--- src/rtl/sm_pkg.sv ---
// ============================================================================
// Module   : sm_pkg
// Purpose  : Shared state encoding and configuration helpers for sm_multiplier_core.
// Revision : 1.0
// ============================================================================
`default_nettype none

package sm_pkg;

  typedef enum logic [1:0] {
    IDLE = 2'd0,
    RUN  = 2'd1,
    FIX  = 2'd2
  } sm_state_t;

  function automatic int unsigned sm_iterations(input int unsigned width,
                                                input int unsigned step);
    return width / step;
  endfunction

  // Legal configurations: at least 2-bit operands, radix-2/4/16 digits, whole digits only.
  function automatic bit sm_cfg_legal(input int unsigned width,
                                      input int unsigned step);
    return (width >= 2) && ((step == 1) || (step == 2) || (step == 4)) &&
           ((width % step) == 0);
  endfunction

endpackage

`default_nettype wire

--- src/rtl/sm_partial_adder.sv ---
// ============================================================================
// Module   : sm_partial_adder
// Purpose  : Combinational acc_hi + |A| * digit for one multiplier iteration.
// Revision : 1.0
// ============================================================================
`default_nettype none

module sm_partial_adder
  import sm_pkg::*;
#(
  parameter int unsigned WIDTH = 16,
  parameter int unsigned STEP  = 1
) (
  input  logic [WIDTH+STEP-1:0] i_acc_hi,
  input  logic [WIDTH-1:0]      i_mag_a,
  input  logic [STEP-1:0]       i_digit,
  output logic [WIDTH+STEP-1:0] o_sum
);

  logic [WIDTH+STEP-1:0] w_a_ext;
  logic [WIDTH+STEP-1:0] w_digit_ext;
  logic [WIDTH+STEP-1:0] w_partial;

  // |A| * digit never exceeds WIDTH+STEP bits, and neither does the sum,
  // because acc_hi only ever holds a WIDTH-bit value at the start of an iteration.
  assign w_a_ext     = {{STEP{1'b0}}, i_mag_a};
  assign w_digit_ext = {{WIDTH{1'b0}}, i_digit};
  assign w_partial   = w_a_ext * w_digit_ext;
  assign o_sum       = i_acc_hi + w_partial;

endmodule

`default_nettype wire

--- src/rtl/sm_multiplier_core.sv ---
// ============================================================================
// Module   : sm_multiplier_core
// Purpose  : Start/busy/done sequential signed/unsigned WIDTH x WIDTH multiplier.
// Revision : 1.0
// ============================================================================
`default_nettype none

module sm_multiplier_core
  import sm_pkg::*;
#(
  parameter int unsigned WIDTH = 16,
  parameter int unsigned STEP  = 1
) (
  input  logic               clock,
  input  logic               reset_in,
  input  logic               start_in,
  input  logic               signed_in,
  input  logic [WIDTH-1:0]   multiplicand_in,
  input  logic [WIDTH-1:0]   multiplier_in,
  output logic               busy_out,
  output logic               done_out,
  output logic [2*WIDTH-1:0] product_out,
  output logic               overflow_out
);

  localparam int unsigned c_iters  = sm_iterations(WIDTH, STEP);
  localparam int          c_cnt_w  = $clog2(c_iters + 1);
  localparam bit          c_cfg_ok = sm_cfg_legal(WIDTH, STEP);

  generate
    if (!c_cfg_ok) begin : g_cfg_check
      $fatal(1, "sm_multiplier_core: illegal WIDTH/STEP combination");
    end
  endgenerate

  sm_state_t              r_state;
  sm_state_t              w_next_state;
  logic [WIDTH-1:0]       r_mag_a;
  logic [WIDTH+STEP-1:0]  r_acc_hi;
  logic [WIDTH-1:0]       r_acc_lo;
  logic [c_cnt_w-1:0]     r_cnt;
  logic                   r_neg;
  logic                   r_signed;
  logic [2*WIDTH-1:0]     r_product;
  logic                   r_overflow;
  logic                   r_done;

  logic                   w_neg_a;
  logic                   w_neg_b;
  logic [WIDTH-1:0]       w_abs_a;
  logic [WIDTH-1:0]       w_abs_b;
  logic [WIDTH+STEP-1:0]  w_sum;
  logic [2*WIDTH+STEP-1:0] w_shifted;
  logic [2*WIDTH-1:0]     w_mag;
  logic [2*WIDTH-1:0]     w_prod;
  logic [WIDTH:0]         w_sign_field;
  logic                   w_ovf;
  logic                   w_last_iter;

  // Operand conditioning: the most negative value maps onto its unsigned magnitude.
  assign w_neg_a = signed_in & multiplicand_in[WIDTH-1];
  assign w_neg_b = signed_in & multiplier_in[WIDTH-1];
  assign w_abs_a = w_neg_a ? -multiplicand_in : multiplicand_in;
  assign w_abs_b = w_neg_b ? -multiplier_in   : multiplier_in;

  sm_partial_adder #(
    .WIDTH (WIDTH),
    .STEP  (STEP)
  ) u_partial_adder (
    .i_acc_hi (r_acc_hi),
    .i_mag_a  (r_mag_a),
    .i_digit  (r_acc_lo[STEP-1:0]),
    .o_sum    (w_sum)
  );

  assign w_shifted   = {w_sum, r_acc_lo} >> STEP;
  assign w_last_iter = (r_cnt == c_cnt_w'(1));

  assign w_mag        = {r_acc_hi[WIDTH-1:0], r_acc_lo};
  assign w_prod       = r_neg ? -w_mag : w_mag;
  assign w_sign_field = w_prod[2*WIDTH-1:WIDTH-1];
  assign w_ovf        = r_signed ? !((&w_sign_field) || (~|w_sign_field))
                                 : (|w_prod[2*WIDTH-1:WIDTH]);

  always_ff @(posedge clock or posedge reset_in) begin
    if (reset_in) begin
      r_state <= IDLE;
    end else begin
      r_state <= w_next_state;
    end
  end

  always_comb begin
    w_next_state = r_state;
    case (r_state)
      IDLE:    if (start_in) w_next_state = RUN;
      RUN:     if (w_last_iter) w_next_state = FIX;
      FIX:     w_next_state = IDLE;
      default: w_next_state = IDLE;
    endcase
  end

  always_ff @(posedge clock or posedge reset_in) begin
    if (reset_in) begin
      r_mag_a    <= '0;
      r_acc_hi   <= '0;
      r_acc_lo   <= '0;
      r_cnt      <= '0;
      r_neg      <= 1'b0;
      r_signed   <= 1'b0;
      r_product  <= '0;
      r_overflow <= 1'b0;
      r_done     <= 1'b0;
    end else begin
      r_done <= 1'b0;
      case (r_state)
        IDLE: begin
          if (start_in) begin
            r_mag_a  <= w_abs_a;
            r_acc_hi <= '0;
            r_acc_lo <= w_abs_b;
            r_cnt    <= c_cnt_w'(c_iters);
            r_neg    <= w_neg_a ^ w_neg_b;
            r_signed <= signed_in;
          end
        end
        RUN: begin
          r_acc_hi <= w_shifted[2*WIDTH+STEP-1:WIDTH];
          r_acc_lo <= w_shifted[WIDTH-1:0];
          r_cnt    <= r_cnt - c_cnt_w'(1);
        end
        FIX: begin
          r_product  <= w_prod;
          r_overflow <= w_ovf;
          r_done     <= 1'b1;
        end
        default: ;
      endcase
    end
  end

  assign busy_out     = (r_state != IDLE);
  assign done_out     = r_done;
  assign product_out  = r_product;
  assign overflow_out = r_overflow;

endmodule

`default_nettype wire

--- config.mk ---
export PLATFORM = sky130hd
export DESIGN_NAME = sm_multiplier_core
export DESIGN_NICKNAME = d
export VERILOG_FILES = /design/src/rtl/sm_pkg.sv /design/src/rtl/sm_partial_adder.sv /design/src/rtl/sm_multiplier_core.sv
export SDC_FILE = /design/constraint.sdc
export NUM_CORES = 1
export LEC_CHECK = 0
export CAP_MARGIN = 20
export CELL_PAD_IN_SITES_DETAIL_PLACEMENT = 1
export CELL_PAD_IN_SITES_GLOBAL_PLACEMENT = 1
export CORE_MARGIN = 4
export CORE_UTILIZATION = 39
export DETAILED_ROUTE_END_ITERATION = 8
export PLACE_DENSITY_LB_ADDON = 0.12
export SLEW_MARGIN = 0
export SYNTH_ARGS = -nofsm -noshare
export SYNTH_HDL_FRONTEND = slang
export SYNTH_HIERARCHICAL = 1
export SYNTH_SLANG_ARGS = --single-unit
--- constraint.sdc ---
create_clock -name clock -period 3 [get_ports clock]
set_input_delay 0.3 -clock clock [delete_from_list [all_inputs] [get_ports clock]]
set_output_delay 0.3 -clock clock [all_outputs]
set_load 0.02 [all_outputs]
==> summary.md, run 1 <==
| Metric | Value |
|---|---|
| Routed WL | `16.46 mm` |
| Synth Area per Inst | `8.587 um2` |
| Hold crit path type | `primary input to async pin` |
| Horiz. Die Dim | `130.9 um` |
| Power Density | `1071 nW/um2` |
| Fin. max-slew vios | `0` |
| Worst Max-Slew Pin Slew | `0.6746 ns` |
| Maximum VDD drop | `0.5022 mV` |
| Worst EP arrival | `3.06 ns` |
| Post-Synth XOR/XNOR Area | `11.00%` |
| Slew Limit Headroom | `54.61%` |
| Prevailing post-synth register cell | `dfrtp_1` |
| Clk pin slew, worst setup/hold paths | `0.06 ns` |
| Most common cell in the netlist | `nand2_1` |
| Max-Cap Viols | `0` |
| CTS tree | `yes` |
| Total number of vias | `5217` |
| Outcome | `complete, no violations` |
| Post-route ant nets | `0` |
| Synth area leader | `dfrtp_1` |
| Clock sink count | `91` |
| CP startpoint kind | `flop` |
| Gr busiest metal | `met2` |
| Cts hold-fix bufs | `0` |
| Final net count | `816` |
| Row Count | `44` |
| Vias in the first global route | `5460` |
| Clock skew | `0.004213 ns` |
| Crit. End Element | `flop` |
| Synth Register Bits | `91` |
| Minimum clock period | `2.847 ns` |
| Fillers | `1731` |
| Final hold violation count | `0` |
| TritonCTS Buffers | `9` |
| Fin crit share | `94.89%` |
| Ant diodes | `0` |
| Initial antenna violation count | `0` |
| Leak pwr | `3.074 nW` |
| GRT overflow | `0` |
| Placer congestion estimate | `0.8992` |
| Final Core Density | `49.65%` |
| CTS Root Cell | `clkbuf_16` |
| Clk Latency, worst-skew pair | `0.35 ns` |
| Clock buffer depth | `2` |
| Max Clock Freq | `351.3 MHz` |
| IO Pins | `71` |
| Synth Area in Compound Gates | `21.16%` |
| First-pass GRT wire length | `27.46 mm` |
| Post-Syn Area | `5891 um2` |
| Cells after Synth | `686` |
| Total chip power | `7.784 mW` |
| Largest family of logic cells by synthesized area | `compound AO/OA/AOI/OAI gates` |
| DR pass1 iterations | `4` |
| Post-synthesis mux area share | `0.5098%` |
| Die Area | `17130 um2` |
| Finished layout cell area | `7271 um2` |
| GRT Util Overall | `20.05%` |
| Synth area leaders | `dfrtp_1 39%, o21ai_0 8.5%, nand2_1 7.3%` |
| Post-synth cell types | `60` |
| Synth async-reset ratio | `100.0%` |
| Adder-Cell Fraction of Synth Area | `4.800%` |
| Port bufs | `70` |
| Syn Nets | `744` |
| Layout cells sized above 1 | `9.830%` |
| DP HPWL | `12.73 mm` |
| Worst path required time | `3.22 ns` |
| Post-synth EDFFs | `0` |
| Seq/Total Area, Yosys | `38.66%` |
| Avg WL per Cell | `17.38 um` |
| DR vias/cell | `5.509` |
| Core ar. | `14640 um2` |
| Post-DP Area | `6869 um2` |
| Die Ht | `130.9 um` |
| Largest net degree at the start of global routing | `63` |
| Critical path class | `flop to flop` |
| H-tree depth | `3` |
| Area share of the largest cell type after synthesis | `38.66%` |
| Area delta synth->final | `23.43%` |
| M3 GR Usage | `3.293%` |
| GR Util met1 | `26.87%` |
| Synth Area in Simple Gates | `19.97%` |
| 1st-iter DRT viols | `202` |
| Met2 Use GR | `33.92%` |
| Post-synth top cells | `115 x nand2_1, 100 x o21ai_0, 91 x dfrtp_1, 39 x xor2_1, 35 x xnor2_1` |
| DRC | `0` |
| Initial Util | `40.23%` |
| Ys Warns | `6` |
| Final setup vio count | `0` |
| Critical Path Fanout Max | `6` |
stage by stage:
stage / hold slack [ns] / setup WS [ns] / setup TNS, ns / instances
4_1_cts: 0.3694 / 0.03842 / 0 / 945
5_1_grt: 0.4033 / -0.03811 / -0.03811 / 947
6_report: 0.3503 / 0.1534 / 0 / 947
2_1_floorplan: 0.4280 / 0.1760 / 0 / 686
3_5_place_dp: 0.4616 / 0.08559 / 0 / 929
3_3_place_gp: 0.4598 / 0.1724 / 0 / 929
routing by layer:
metal	routed length [um]	part of all wire [%]
met1	7919	48
met2	7888	48
met3	479	2.9
met4	174	1.1
met5	0	0
path summary, 6_finish.rpt:
kind / endpoint / startpoint / slack (ns) / cells after the start
worst max-delay path: overflow_out / r_acc_lo[4] / 0.15 / 8
worst min-delay path: product_out[7] / reset_in / 0.35 / 2
worst max register to register: overflow_out / r_acc_lo[4] / 0.15 / 8
worst min register to register: r_mag_a[3] / r_mag_a[3] / 0.47 / 2
max in group asynchronous: r_mag_a[12] / reset_in / 1.94 / 3
min in group clock: r_mag_a[3] / r_mag_a[3] / 0.47 / 2
power breakdown:
part	leakage [nW]	switching [mW]	internal (mW)
sequential	1.08	0.569	1.79
combinational	1.83	2.42	1.79
clock	0.157	0.480	0.733
total	3.07	3.47	4.32
timing repair:
item | in CTS | in global routing
setup endpoints to repair | 0 | 1
resized for setup | 0 | 13
buffers inserted | 0 | 2
final cells by class:
class / instances / area, um2 / share of cell area, %
multi-input cells: 542 / 3462 / 47.62
well taps: 184 / 230.2 / 3.166
inverters: 16 / 61.31 / 0.8432
clock inverters: 6 / 87.58 / 1.205
flip-flops and latches: 91 / 2277 / 31.32
clock buffers: 10 / 229.0 / 3.149
repair buffers: 98 / 923.4 / 12.70
cells in the final DEF (no fill, tap or decap), drive strengths merged, types with 4 or more instances in the layout:
cell type	n
or3	5
nand4b	4
nand3	13
nand2b	5
a211oi	10
clkbuf	10
dfrtp	91
a21oi	29
nand2	115
o211ai	5
o31ai	13
a21o	7
a31oi	4
xnor2	35
nor4	11
inv	17
o21ai	105
nand4	8
o41ai	4
ha	21
clkdlybuf4s50	70
nor4b	4
nor2	31
and2	19
nor3	14
a22oi	16
buf	28
xor2	39
registers in the layout, summed over array words and instances, names as in the netlist:
name and flops:
r_mag_a 16, r_acc_lo 16, done_out 1, r_signed 1, product_out 32, overflow_out 1
r_state 2, r_acc_hi 16, r_neg 1, r_cnt 5
worst max-delay path, cell delays in order, from the launching register on:
cell and delay, ns:
dfrtp_1 0.44, nor4_1 0.38, buf_4 0.21, nand4_1 0.17, o41a_2 0.52, xnor2_1 0.19
or4_1 0.55, nor3_1 0.16, a211oi_1 0.10
cells by family after synthesis:
kind of cell / count (synthesis)
and+or+nand+nor: 241
AOI/OAI and AO/OA: 201
DFF: 91
xor gates and xnor gates: 74
buffers and inverters: 53
adders and majority gates: 22
muxes: 3
other: 1
Power figures use the tool's default switching activity.
==> run 2: changes to the inputs <==
CTS_CLUSTER_DIAMETER = 30   (was not set)
SETUP_SLACK_MARGIN = 0.5   (was not set)
==> run 2 against run 1 <==
Clock power is 6% lower. Combinational power is 9.3% higher. Register-to-register slack better by 0.07 ns. Largest power group unchanged. Core utilization is 2.0 points higher. Routed wire length is 5.9% higher. Clock skew is 0.0059 ns higher. Design area is 4.0% higher. Setup slack better by 0.073 ns.
==> summary.md, run 2 (same netlist as run 1, synthesis figures left out) <==
| Metric | Value |
|---|---|
| Final Worst Setup Slack | `0.2262 ns (+0.07278 ns)` |
| Power Density | `1081 nW/um2 (+0.99%)` |
| Die Area | `17130 um2 (unchanged)` |
| CP max stage delay | `0.52 ns (-0.03 ns)` |
| Die Ht | `130.9 um (unchanged)` |
| CP startpoint kind | `flop` |
| Fin crit share | `92.46% (-2.4 points)` |
| Initial Util | `40.23% (unchanged)` |
| CP cell instances | `or3_4 > or4_4 > or4b_4 > o21ai_2 > xor2_2 > or3_1 > nor3_1 > a211oi_1` |
| CTS Root Cell | `clkbuf_16` |
| Fillers | `1699 (-1.8%)` |
| DR pass1 iterations | `5 (+1)` |
| Total number of vias | `5386 (+3.2%)` |
| Final Core Density | `51.61% (+2.0 points)` |
| Routed WL | `17.44 mm (+5.9%)` |
| Fin. max-slew vios | `0 (unchanged)` |
| Critical Path Fanout Max | `3 (-3)` |
| CTS tree | `yes` |
| Post-route ant nets | `0 (unchanged)` |
| Commonest non-fill, non-tap cell in the layout | `nand2_1` |
| 1st-iter DRT viols | `399 (+98%)` |
| Critical path class | `flop to flop` |
| Clk pin slew, worst setup/hold paths | `0.07 ns (about the same)` |
| Max FFs per register | `32 (unchanged)` |
| Cts hold-fix bufs | `0 (unchanged)` |
| Slowest-stage cell, CP | `or4b_4` |
| Layout cells sized above 1 | `14.54% (+4.7 points)` |
| Setup_tns | `0 ns (unchanged)` |
| Placer congestion estimate | `0.9275 (+3.1%)` |
| Most frequent cells in the layout | `115 x nand2_1, 93 x o21ai_0, 91 x dfrtp_1` |
| Worst EP arrival | `2.99 ns (-0.07 ns)` |
| Final hold violation count | `0 (unchanged)` |
| Placed Cells | `931 (+0.22%)` |
| Clock buffer depth | `2 (unchanged)` |
| TritonCTS Buffers | `9 (unchanged)` |
| Final net count | `832 (+2.0%)` |
| Core ar. | `14640 um2 (unchanged)` |
| Register area | `2277 um2 (unchanged)` |
| GRT overflow | `0 (unchanged)` |
| Port bufs | `70 (unchanged)` |
| Clock skew | `0.01014 ns (+0.005923 ns)` |
| Final Instance Count excl. Fillers | `961 (+1.5%)` |
| Maximum VDD drop | `0.3690 mV (-27%)` |
| Vias in the first global route | `5369 (-1.7%)` |
| Initial antenna violation count | `0 (unchanged)` |
| Worst slack, placed | `0.04084 ns (-0.04475 ns)` |
| Minimum clock period | `2.774 ns (-0.07278 ns)` |
| RSZ-0062 raised after global routing | `true` |
| DRC | `0 (unchanged)` |
| Crit. End Element | `flop` |
| Worst Max-Slew Pin Slew | `0.9128 ns (+0.2382 ns)` |
| Area delta synth->final | `28.31%` |
| Hold crit path type | `primary input to async pin` |
| Largest net degree at the start of global routing | `53 (-16%)` |
| Multi-input logic area | `3637 um2 (+5.1%)` |
| Max-Cap Viols | `0 (unchanged)` |
| Row Count | `44 (unchanged)` |
| Avg WL per Cell | `18.14 um (+4.4%)` |
| Outcome | `complete, no violations` |
| First-pass GRT wire length | `28.09 mm (+2.3%)` |
| Slew Limit Headroom | `39.15% (-15 points)` |
| H-tree depth | `3 (unchanged)` |
| DP HPWL | `12.72 mm (about the same)` |
| Finished layout cell area | `7559 um2 (+4.0%)` |
| GRT Util Overall | `20.24% (+0.19 points)` |
| Min Hold Slack | `0.3783 ns (+0.02798 ns)` |
| Ant diodes | `0 (unchanged)` |
| Horiz. Die Dim | `130.9 um (unchanged)` |
| Worst path required time | `3.22 ns (about the same)` |
| Top delay family on crit path | `simple AND/OR/NAND/NOR gates` |
| Max Clock Freq | `360.5 MHz (+2.6%)` |
| Post-DP Area | `6897 um2 (+0.40%)` |
| Leak pwr | `3.153 nW (+2.6%)` |
| Clk Latency, worst-skew pair | `0.34 ns (about the same)` |
| Clock sink count | `91 (unchanged)` |
| Final setup vio count | `0 (unchanged)` |
| DR vias/cell | `5.605 (+1.7%)` |
| Total chip power | `8.172 mW (+5.0%)` |
| CP bufs+invs | `0 (-1)` |
| IO Pins | `71 (unchanged)` |
[run 2: cell type report]
| class | count | share of cell area, % |
|---|---|---|
| flip-flops and latches | 91 | 30.13 |
| well taps | 184 | 3.046 |
| clock inverters | 4 | 0.6952 |
| inverters | 16 | 0.8442 |
| multi-input cells | 542 | 48.12 |
| repair buffers | 114 | 14.00 |
| clock buffers | 10 | 3.162 |
[run 2: layer usage]
| layer | global-route usage, % | wire length (um) | up-vias |
|---|---|---|---|
| met5 | 0 | 0 | - |
| met4 | 5.324 | 306 | 0 |
| li1 | - | - | 2597 |
| met1 | 28.41 | 8152 | 2617 |
| met3 | 2.724 | 707 | 28 |
| met2 | 33.05 | 8271 | 144 |
[run 2: repair_timing]
| action | CTS | global route |
|---|---|---|
| gates resized for setup | 10 | 41 |
| pin swaps | 7 | 21 |
| hold endpoints to repair | 0 | 0 |
| endpoints found under the setup margin | 10 | 13 |
| buffers inserted | 6 | 10 |
[run 2: worst register-to-register path: cells and delay by family, from the launching register on]
| family | cells | cell delay [ns] |
|---|---|---|
| simple gates | 5 | 1.90 |
| flops | 1 | 0.38 |
| xor+xnor | 1 | 0.11 |
| compound gates | 2 | 0.27 |
[run 2: power breakdown]
group / switching, mW / internal [mW]
sequential: 0.636 / 1.79
clock: 0.482 / 0.661
combinational: 2.55 / 2.05
total: 3.67 / 4.50
[run 2: path summary, 6_finish.rpt]
check,start,end,slack (ns),depth (start not counted)
worst min register to register,r_mag_a[12],r_mag_a[12],0.48,2
min in group clock,r_mag_a[12],r_mag_a[12],0.48,2
max in group asynchronous,reset_in,r_mag_a[11],1.93,3
worst min-delay path,reset_in,product_out[6],0.38,2
worst max register to register,r_acc_hi[2],overflow_out,0.23,8
worst max-delay path,r_acc_hi[2],overflow_out,0.23,8
